==> src/rtl/mem_access_if.sv <==
// Request/response and datamem bus of the memory-stage load/store unit.
// slave: load/store unit side; master: pipeline + datamem side.
interface mem_access_if #(
  parameter int ADDR_W = 32,
  parameter int IW     = 7
);
  logic              req_valid;
  logic              req_ready;
  logic              req_write;
  logic [1:0]        req_size;
  logic              req_signed;
  logic [ADDR_W-1:0] req_addr;
  logic [31:0]       req_wdata;
  logic              resp_valid;
  logic [31:0]       resp_rdata;
  logic              resp_err;
  logic              mem_we;
  logic [IW-1:0]     mem_addr;
  logic [31:0]       mem_wdata;
  logic [31:0]       mem_rdata;

  modport slave (
    input  req_valid, req_write, req_size,
    input  req_signed, req_addr, req_wdata,
    input  mem_rdata,
    output req_ready, resp_valid, resp_rdata,
    output resp_err, mem_we, mem_addr, mem_wdata
  );

  modport master (
    output req_valid, req_write, req_size,
    output req_signed, req_addr, req_wdata,
    output mem_rdata,
    input  req_ready, resp_valid, resp_rdata,
    input  resp_err, mem_we, mem_addr, mem_wdata
  );
endinterface

==> src/rtl/mem_access_unit.sv <==
// Memory-stage load/store unit: byte/half/word requests -> word datamem
// accesses, sub-word stores as read-modify-write, one-cycle response.
// Ports: clk, reset_n (async, active-low), bus (mem_access_if.slave):
//   req_* handshake in, resp_* pulse out, mem_* to combinational datamem.
// Macro MISALIGN_TRAP_EN: misaligned half/word -> error instead of masking.
module mem_access_unit #(
  parameter int ADDR_W = 32,
  parameter int DEPTH  = 128
) (
  input  logic         clk,
  input  logic         reset_n,
  mem_access_if.slave  bus
);
  localparam int IW   = $clog2(DEPTH);
  localparam int HI_W = ADDR_W - 2;

  typedef enum logic [1:0] {
    S_IDLE,
    S_READ,
    S_WRITE,
    S_RESP
  } state_t;

  state_t        r_state;
  logic          r_ready;
  logic          r_write;
  logic [1:0]    r_size;
  logic          r_signed;
  logic [1:0]    r_lane;
  logic [15:0]   r_wdata;
  logic          r_resp_valid;
  logic [31:0]   r_resp_rdata;
  logic          r_resp_err;
  logic          r_we;
  logic [IW-1:0] r_maddr;
  logic [31:0]   r_mwdata;

  logic [HI_W-1:0] w_hi;
  logic [IW-1:0]   w_idx;
  logic            w_range;
  logic            w_mis;
  logic            w_err;
  logic            w_word_st;
  logic [31:0]     w_shift;
  logic [7:0]      w_byte;
  logic [15:0]     w_half;
  logic [31:0]     w_ldata;
  logic [31:0]     w_merged;

  assign w_hi    = bus.req_addr[ADDR_W-1:2];
  assign w_idx   = bus.req_addr[IW+1:2];
  assign w_range = (w_hi >= HI_W'(DEPTH));

`ifdef MISALIGN_TRAP_EN
  assign w_mis = ((bus.req_size == 2'b01) && bus.req_addr[0])
              || ((bus.req_size == 2'b10) && (bus.req_addr[1:0] != 2'b00));
`else
  // Misaligned accesses simply drop the low address bits.
  assign w_mis = 1'b0;
`endif

  assign w_err = w_range || w_mis || (bus.req_size == 2'b11);
  assign w_word_st = !w_err && bus.req_write
                  && (bus.req_size == 2'b10);

  // Lane extraction and merge both work on the live READ word.
  always_comb begin
    w_shift  = bus.mem_rdata >> {r_lane, 3'b000};
    w_byte   = w_shift[7:0];
    w_half   = r_lane[1] ? bus.mem_rdata[31:16]
                         : bus.mem_rdata[15:0];
    w_ldata  = bus.mem_rdata;
    w_merged = bus.mem_rdata;
    case (r_size)
      2'b00: begin
        w_ldata = r_signed ? {{24{w_byte[7]}}, w_byte}
                           : {24'b0, w_byte};
        w_merged[{r_lane, 3'b000} +: 8] = r_wdata[7:0];
      end
      2'b01: begin
        w_ldata = r_signed ? {{16{w_half[15]}}, w_half}
                           : {16'b0, w_half};
        if (r_lane[1]) w_merged[31:16] = r_wdata;
        else           w_merged[15:0]  = r_wdata;
      end
      default: ;
    endcase
  end

  always_ff @(posedge clk or negedge reset_n) begin
    if (!reset_n) begin
      r_state      <= S_IDLE;
      r_ready      <= 1'b0;
      r_write      <= 1'b0;
      r_size       <= 2'b00;
      r_signed     <= 1'b0;
      r_lane       <= 2'b00;
      r_wdata      <= '0;
      r_resp_valid <= 1'b0;
      r_resp_rdata <= '0;
      r_resp_err   <= 1'b0;
      r_we         <= 1'b0;
      r_maddr      <= '0;
      r_mwdata     <= '0;
    end else begin
      r_resp_valid <= 1'b0;
      r_resp_rdata <= '0;
      r_resp_err   <= 1'b0;
      r_we         <= 1'b0;
      r_maddr      <= '0;
      r_mwdata     <= '0;
      case (r_state)
        S_IDLE: begin
          r_ready <= 1'b1;
          if (bus.req_valid && r_ready) begin
            r_ready  <= 1'b0;
            r_write  <= bus.req_write;
            r_size   <= bus.req_size;
            r_signed <= bus.req_signed;
            r_lane   <= bus.req_addr[1:0];
            r_wdata  <= bus.req_wdata[15:0];
            unique case (1'b1)
              w_err: begin
                r_state      <= S_RESP;
                r_resp_valid <= 1'b1;
                r_resp_err   <= 1'b1;
              end
              w_word_st: begin
                r_state  <= S_WRITE;
                r_we     <= 1'b1;
                r_maddr  <= w_idx;
                r_mwdata <= bus.req_wdata;
              end
              default: begin
                r_state <= S_READ;
                r_maddr <= w_idx;
              end
            endcase
          end
        end
        S_READ: begin
          if (r_write) begin
            r_state  <= S_WRITE;
            r_we     <= 1'b1;
            r_maddr  <= r_maddr;
            r_mwdata <= w_merged;
          end else begin
            r_state      <= S_RESP;
            r_resp_valid <= 1'b1;
            r_resp_rdata <= w_ldata;
          end
        end
        S_WRITE: begin
          r_state      <= S_RESP;
          r_resp_valid <= 1'b1;
        end
        default: begin
          r_state <= S_IDLE;
          r_ready <= 1'b1;
        end
      endcase
    end
  end

  assign bus.req_ready  = r_ready;
  assign bus.resp_valid = r_resp_valid;
  assign bus.resp_rdata = r_resp_rdata;
  assign bus.resp_err   = r_resp_err;
  assign bus.mem_we     = r_we;
  assign bus.mem_addr   = r_maddr;
  assign bus.mem_wdata  = r_mwdata;
endmodule

==> src/flat_wrapper.sv <==
// flat-port wrapper written by rule: the top's interface ports become plain ports
module mem_access_unit_flat 
#(
  parameter int ADDR_W = 32,
  parameter int DEPTH  = 128
)
  (clk, reset_n, bus_req_valid, bus_req_write, bus_req_size, bus_req_signed, bus_req_addr, bus_req_wdata, bus_mem_rdata, bus_req_ready, bus_resp_valid, bus_resp_rdata, bus_resp_err, bus_mem_we, bus_mem_addr, bus_mem_wdata);
  mem_access_if #(.ADDR_W(ADDR_W), .IW(7)) bus_i ();
  input  logic clk;
  input  logic reset_n;
  input wire logic [$bits(bus_i.req_valid)-1:0] bus_req_valid;
  input wire logic [$bits(bus_i.req_write)-1:0] bus_req_write;
  input wire logic [$bits(bus_i.req_size)-1:0] bus_req_size;
  input wire logic [$bits(bus_i.req_signed)-1:0] bus_req_signed;
  input wire logic [$bits(bus_i.req_addr)-1:0] bus_req_addr;
  input wire logic [$bits(bus_i.req_wdata)-1:0] bus_req_wdata;
  input wire logic [$bits(bus_i.mem_rdata)-1:0] bus_mem_rdata;
  output wire logic [$bits(bus_i.req_ready)-1:0] bus_req_ready;
  output wire logic [$bits(bus_i.resp_valid)-1:0] bus_resp_valid;
  output wire logic [$bits(bus_i.resp_rdata)-1:0] bus_resp_rdata;
  output wire logic [$bits(bus_i.resp_err)-1:0] bus_resp_err;
  output wire logic [$bits(bus_i.mem_we)-1:0] bus_mem_we;
  output wire logic [$bits(bus_i.mem_addr)-1:0] bus_mem_addr;
  output wire logic [$bits(bus_i.mem_wdata)-1:0] bus_mem_wdata;
  assign bus_i.req_valid = bus_req_valid;
  assign bus_i.req_write = bus_req_write;
  assign bus_i.req_size = bus_req_size;
  assign bus_i.req_signed = bus_req_signed;
  assign bus_i.req_addr = bus_req_addr;
  assign bus_i.req_wdata = bus_req_wdata;
  assign bus_i.mem_rdata = bus_mem_rdata;
  assign bus_req_ready = bus_i.req_ready;
  assign bus_resp_valid = bus_i.resp_valid;
  assign bus_resp_rdata = bus_i.resp_rdata;
  assign bus_resp_err = bus_i.resp_err;
  assign bus_mem_we = bus_i.mem_we;
  assign bus_mem_addr = bus_i.mem_addr;
  assign bus_mem_wdata = bus_i.mem_wdata;
  mem_access_unit #(.ADDR_W(ADDR_W), .DEPTH(DEPTH)) u_core (.clk(clk), .reset_n(reset_n), .bus(bus_i));
endmodule
==> config.mk <==
export PLATFORM = sky130hd
export DESIGN_NAME = mem_access_unit_flat
export DESIGN_NICKNAME = d
export VERILOG_FILES = /design/src/rtl/mem_access_if.sv /design/src/rtl/mem_access_unit.sv /design/src/flat_wrapper.sv
export SDC_FILE = /design/constraint.sdc
export NUM_CORES = 1
export LEC_CHECK = 0
export CAP_MARGIN = 20
export CORE_ASPECT_RATIO = 0.75
export CORE_MARGIN = 1.5
export CORE_UTILIZATION = 25
export CTS_CLUSTER_DIAMETER = 50
export DETAILED_ROUTE_END_ITERATION = 16
export SKIP_CTS_REPAIR_TIMING = 1
export SLEW_MARGIN = 25
export SYNTH_ARGS = -nofsm -noshare
export SYNTH_HDL_FRONTEND = slang
export SYNTH_SLANG_ARGS = --single-unit
==> constraint.sdc <==
create_clock -name clk -period 3.2 [get_ports clk]
set_input_delay 0.48 -clock clk [delete_from_list [all_inputs] [get_ports clk]]
set_output_delay 0.48 -clock clk [all_outputs]
set_load 0.01 [all_outputs]
# == Yosys cells after proc, flatten, opt, wreduce, memory -nomap -nowiden ==
# Index checks and enable logic that the tools add are counted.
# classes
n_addsub,1
magnitude_cmp,1
eq_ne,7
n_shift,3
n_mux,33
n_reduce_logical,9
# ops
op,count
$mux 32,7
$pmux 32 s2,3
$mux 16,3
$bwmux 32,1
$shift 8x7->32 const A,1
$shiftx 8x7->32,1
$shr 32x5->8,1
$ge 30x8->1 const B,1
$mux 7,3
$pmux 7 s2,1
$mux 1,9
$neg 5->7,1
$eq 2x2->1 const B,3
$pmux 2 s3,1
$eq 2x1->1 const B,2
$logic_not 2->1,2
$pmux 1 s2,2
$pmux 2 s2,1
$logic_and 1x1->1,3
$pmux 1 s3,1
$mux 2,1
$ne 2x1->1 const B,1
$ne 2x2->1 const B,1
$reduce_and 2->1,1
3 further kinds,3
# word_totals
regBits,99
output_inout_bits,75
word_cells,67

# == Depth between registers and ports, before layout ==
# Gate-level depths: netlist (run 1).
# logic_depth
word_depth,8
mapped_depth,9
mapped_depth_nobuf,6

# == Least setup slack after synthesis (run 1) ==
# No wires, ideal clock.
# synth_timing
path_kind,register -> register
startpoint,register u_core.r_lane[0]
endpoint,register u_core.r_mwdata[4] (netlist: u_core.bus.mem_wdata[4])
setup_ns,0.064
t_arrival_ns,2.195
setup_slack_ns,0.941
stages_incl_launch_ff,9
synth_period_minus_slack_ns,2.259
cell_sequence,dfrtp_1 > buf_4 > inv_1 > ha_1 > nor4bb_1 > clkbuf_1 > a221oi_1 > a2111oi_0 > a21o_2
# synth_between
elab_chain_cells,6
# synth_rtl
item,line,text
start: declaration,mem_access_unit.sv:29,logic [1:0] r_lane;
start signal: assignment,mem_access_unit.sv:120,r_lane <= bus.req_addr[1:0];
$neg 5->7 *,mem_access_unit.sv:78,"w_merged[{r_lane, 3'b000} +: 8] = r_wdata[7:0];"
$shiftx 8x7->32 or $shift 8x7->32 (tied branches),mem_access_unit.sv:78,
$bwmux 32 *,mem_access_unit.sv:78,
$pmux 32 s2 *,mem_access_unit.sv:74,case (r_size)
$mux 32 *,mem_access_unit.sv:142,if (r_write) begin
$pmux 32 s2 *,mem_access_unit.sv:112,case (r_state)
end signal: assignment,mem_access_unit.sv:132,r_mwdata <= bus.req_wdata;
end signal: assignment,mem_access_unit.sv:146,r_mwdata <= w_merged;
end: declaration,mem_access_unit.sv:36,logic [31:0] r_mwdata;
# Every way passes the cells marked *; elsewhere a longest branch is shown, timed or not.
# A chain may end at the register's enable or synchronous reset.

# == Worst setup path after layout (run 1) ==
# layout_timing
startpoint,register u_core.r_lane[0]
endpoint,register u_core.r_mwdata[2] (netlist: u_core.bus.mem_wdata[2])
# Same word-level chain as after synthesis.

==> results.txt, run 1 <==
----------------------------------------------------
[Yosys]
  Largest family of logic cells by synthesized area ... compound AO/OA/AOI/OAI gates
  Most used DFF post-synth ... sky130_fd_sc_hd__dfrtp_1
  Number of synthesized register bits ... 99
  Fraction of registers with async set or reset after synthesis ... 100%
  Average instance area after synthesis ... 11.1 µm²
  Netlist area before placement ... 5450 µm²
  Yosys warning total ... 0
  Syn nets ... 604
  Xor-xnor portion of the synthesized cell area ... 0%
  Post-synthesis cell type count ... 46
  Area fraction in and, or, nand and nor cells after synthesis ... 12.1%
  Compound-Gate Fraction of Synth Area ... 19.8%
  Post-synthesis instance total ... 492
  Share of cell area taken by muxes after synthesis ... 15.7%
  Number of synthesized flops with an enable pin ... 0
  Post-Synth Adder-Cell Area ... 2.07%
  Share of the yosys chip area belonging to registers ... 45.4%

[Pwr]
  Power density over the cells ... 810 nW/µm²
  Maximum VDD drop ... 0.379 mV
  Static power due to leakage ... 0.00352 µW

[Route]
  Post-Route WL ... 19.4 mm
  Antenna Nets Post-Route ... 0
  DRC marker count from the first detailed-route iteration ... 371
  Post-DR wirelength/cell ... 20.1 µm
  Overall via count from detail_route ... 4855
  Detail-routed via count per cell ... 5.04
  First-pass DRT Iterations ... 4
  Drc violations ... 0

[CTS]
  Insertion delay to the later sink of the worst-skew pair ... 0.36 ns
  CTS tree ... yes
  Library cell used as clock root buffer ... sky130_fd_sc_hd__clkbuf_16
  Number of H-tree levels ... 3
  Number of clock sinks seen by CTS ... 99
  Inserted Clock Buffers ... 9
  Clock transition at the register clock pins on the worst setup and hold paths after CTS ... 0.07 ns
  CTS Buffer Depth ... 2

[Floorplanning]
  Die height ... 131 µm
  Site row count ... 46
  Floorplan core area ... 21200 µm²
  Initial Util ... 25.7%
  Number of I/O pins ... 178
  Floorplan die width ... 174 µm
  Die Outline Area ... 22700 µm²

[GRT]
  Gr usage total ... 17.3%
  GRT overflow ... 0
  Initial antenna violation count ... 0
  Global-route wire length before repair ... 29.4 mm
  Via count of the first global-routing pass ... 4866
  Largest net degree at the start of global routing ... 58

[Worst setup path]
  Register-to-register setup slack ... 0.46 ns
  Data arrival time of the critical path ... 3.04 ns
  Class of the most critical setup path ... register to register
  Required time at the worst-slack endpoint ... 3.50 ns
  Critical path capture point type ... register
  Source of the worst register-to-register timing path ... u_core.r_lane[0]
  Crit-path max FO ... 6
  Number of cells traversed by the worst register-to-register path ... 7
  Critical Path Source Type ... register
  R2R Path End ... u_core.bus.mem_wdata[2]

[Final layout]
  Most common library cell in the layout ignoring fill and taps ... sky130_fd_sc_hd__clkdlybuf4s50_1
  Commonest cells after routing, fill and taps aside ... 176 x sky130_fd_sc_hd__clkdlybuf4s50_1, 98 x sky130_fd_sc_hd__dfrtp_1, 36 x sky130_fd_sc_hd__mux2i_1, 36 x sky130_fd_sc_hd__a2111oi_0
  Number of diodes ... 0
  Final design instance area without fill ... 7970 µm²
  Share of final-layout standard cells stronger than drive strength 1 ... 14.1%
  Growth of design area from synthesis to finish ... 46.2%
  # nets final ... 782
  Cell Count, Final, Fillers Out ... 963

[STA]
  Max Transition Viols Final ... 0
  Rel. slew slack ... 39.4%
  Crit path time final ... 2.74 ns
  Setup clock skew after layout ... 0.0101 ns
  Unrepaired setup endpoints after global routing ... false
  Timing-limited maximum frequency ... 365 MHz
  Final worst path period share ... 85.7%
  Final-report setup violation count ... 0
  Number of hold violations in the final report ... 0
  Slew @ Worst Pin ... 0.885 ns
  Final sum of negative setup slack ... 0 ns

[Placement]
  Total placed cells including tap cells ... 947
  Count of buffers from port buffering ... 177
  HPWL after detailed placement ... 13.9 mm
  Placed instance area ... 7620 µm²
  Global placement routability congestion ... 0.837

[Flow run]
  Count of maximum capacitance violations ... 0

[Status]
  Status ... finished, final reports clean

[Worst hold path]
  Worst hold path class ... input port to asynchronous set/reset pin

----------------------------------------------------
## critical path, stage by stage (launching register included)
cell,delay (ns)
sky130_fd_sc_hd__dfrtp_1,0.38
sky130_fd_sc_hd__inv_1,0.16
sky130_fd_sc_hd__ha_1,0.32
sky130_fd_sc_hd__nor4bb_1,0.55
sky130_fd_sc_hd__buf_4,0.25
sky130_fd_sc_hd__a221oi_1,0.07
sky130_fd_sc_hd__a2111oi_0,0.79
sky130_fd_sc_hd__a21o_1,0.14
## sequential cells by signal, indices dropped and copies added, names as in the netlist
signal,count
u_core.bus.resp_err,1
u_core.bus.resp_rdata,32
u_core.r_write,1
u_core.bus.resp_valid,1
u_core.bus.mem_addr,7
u_core.bus.mem_wdata,32
u_core.r_state,2
u_core.r_size,2
u_core.r_wdata,16
u_core.r_lane,2
u_core.bus.mem_we,1
u_core.bus.req_ready,1
u_core.r_signed,1
## report_power, final
part / internal [µW] / switching [µW] / leakage (µW)
logic: 1540 / 1700 / 0.00205
registers: 1630 / 304 / 0.00131
clock network: 770 / 513 / 0.000163
total: 3940 / 2510 / 0.00352
## metal layers
metal  share of wire [%]  vias to the layer above  GRT usage, %
met5                   0                        -             0
met4                0.77                        0          3.99
met3                 9.2                       13          6.08
met2                  42                      194          24.7
met1                  48                     2404          24.8
li1                    -                     2244             -
## through the flow
step           total power [µW]  util [%]  hold slack, ns  worst slack, ns
5_1_grt                    6860      37.5           0.156            0.329
6_report                   6460      37.5           0.118            0.459
3_5_place_dp               5170      35.9           0.471            0.580
2_1_floorplan              3790         -           0.184            0.941
3_3_place_gp               5160      35.9           0.464            0.546
4_1_cts                    6480      37.5           0.135            0.552
## cells in the mapped netlist, drive strengths merged (2+ instances only)
cell type,count,area [µm²]
a21o,32,241
ha,9,113
nand2,31,116
o31ai,3,22.5
a2111oi,36,315
buf,17,118
inv,14,52.6
nor4,4,25.0
dfrtp,99,2480
nor2,12,45.0
a221oi,32,280
o21ai,9,45.0
mux2i,36,360
nor4bb,3,30.0
nand2b,3,18.8
nor3,17,96.4
or3,2,13.8
and4,2,17.5
a21oi,5,25.0
nor2b,32,200
and4b,2,20.0
nand4,3,18.8
o22ai,6,37.5
clkbuf,25,97.6
or4,2,22.5
mux2,30,338
mux4,7,158
a211oi,8,60.1
## area by class of cell
| cell class | instances | area [µm²] |
|---|---|---|
| Fill cell | 2098 | 13300 |
| Timing Repair Buffer | 209 | 2020 |
| Clock buffer | 9 | 225 |
| Multi-Input combinational cell | 337 | 2710 |
| Tap cell | 288 | 360 |
| Clock inverter | 7 | 123 |
| Sequential cell | 99 | 2480 |
| Inverter | 14 | 52.6 |
## worst max path at each step
stage	start	end	slack (ns)	cells after the start
2_1_floorplan	u_core.r_lane[0]	u_core.bus.mem_wdata[4]	0.94	8
3_3_place_gp	u_core.r_lane[1]	u_core.bus.mem_wdata[2]	0.55	7
3_5_place_dp	u_core.r_lane[1]	u_core.bus.mem_wdata[26]	0.58	7
4_1_cts	u_core.r_lane[1]	u_core.bus.mem_wdata[26]	0.55	7
5_1_grt	u_core.r_lane[0]	u_core.bus.mem_wdata[2]	0.33	7
6_report	u_core.r_lane[0]	u_core.bus.mem_wdata[2]	0.46	7
## cells by family (layout without fill, tap and decap cells)
group                    count (synthesis)  after routing
flip-flops                              99             99
AO/OA/AOI/OAI                          137            137
AND/OR/NAND/NOR                        118            118
multiplexers                            73             73
buffers and inverters                   56            239
adder cells (fa/ha/maj)                  9              9
No activity file was read; power rests on OpenSTA's default activity.
==> run 2: changes to the inputs <==
--- a/config.mk
+++ b/config.mk
@@ -5,11 +5,13 @@
 export SDC_FILE = /design/constraint.sdc
 export NUM_CORES = 1
 export LEC_CHECK = 0
+export ABC_CLOCK_PERIOD_IN_PS = 3200
 export CAP_MARGIN = 20
 export CORE_ASPECT_RATIO = 0.75
 export CORE_MARGIN = 1.5
 export CORE_UTILIZATION = 25
 export CTS_CLUSTER_DIAMETER = 50
+export CTS_CLUSTER_SIZE = 8
 export DETAILED_ROUTE_END_ITERATION = 16
 export SKIP_CTS_REPAIR_TIMING = 1
 export SLEW_MARGIN = 25
==> results of run 2 <==
Same layout as run 1: the final DEF is identical, and so are final timing and power.
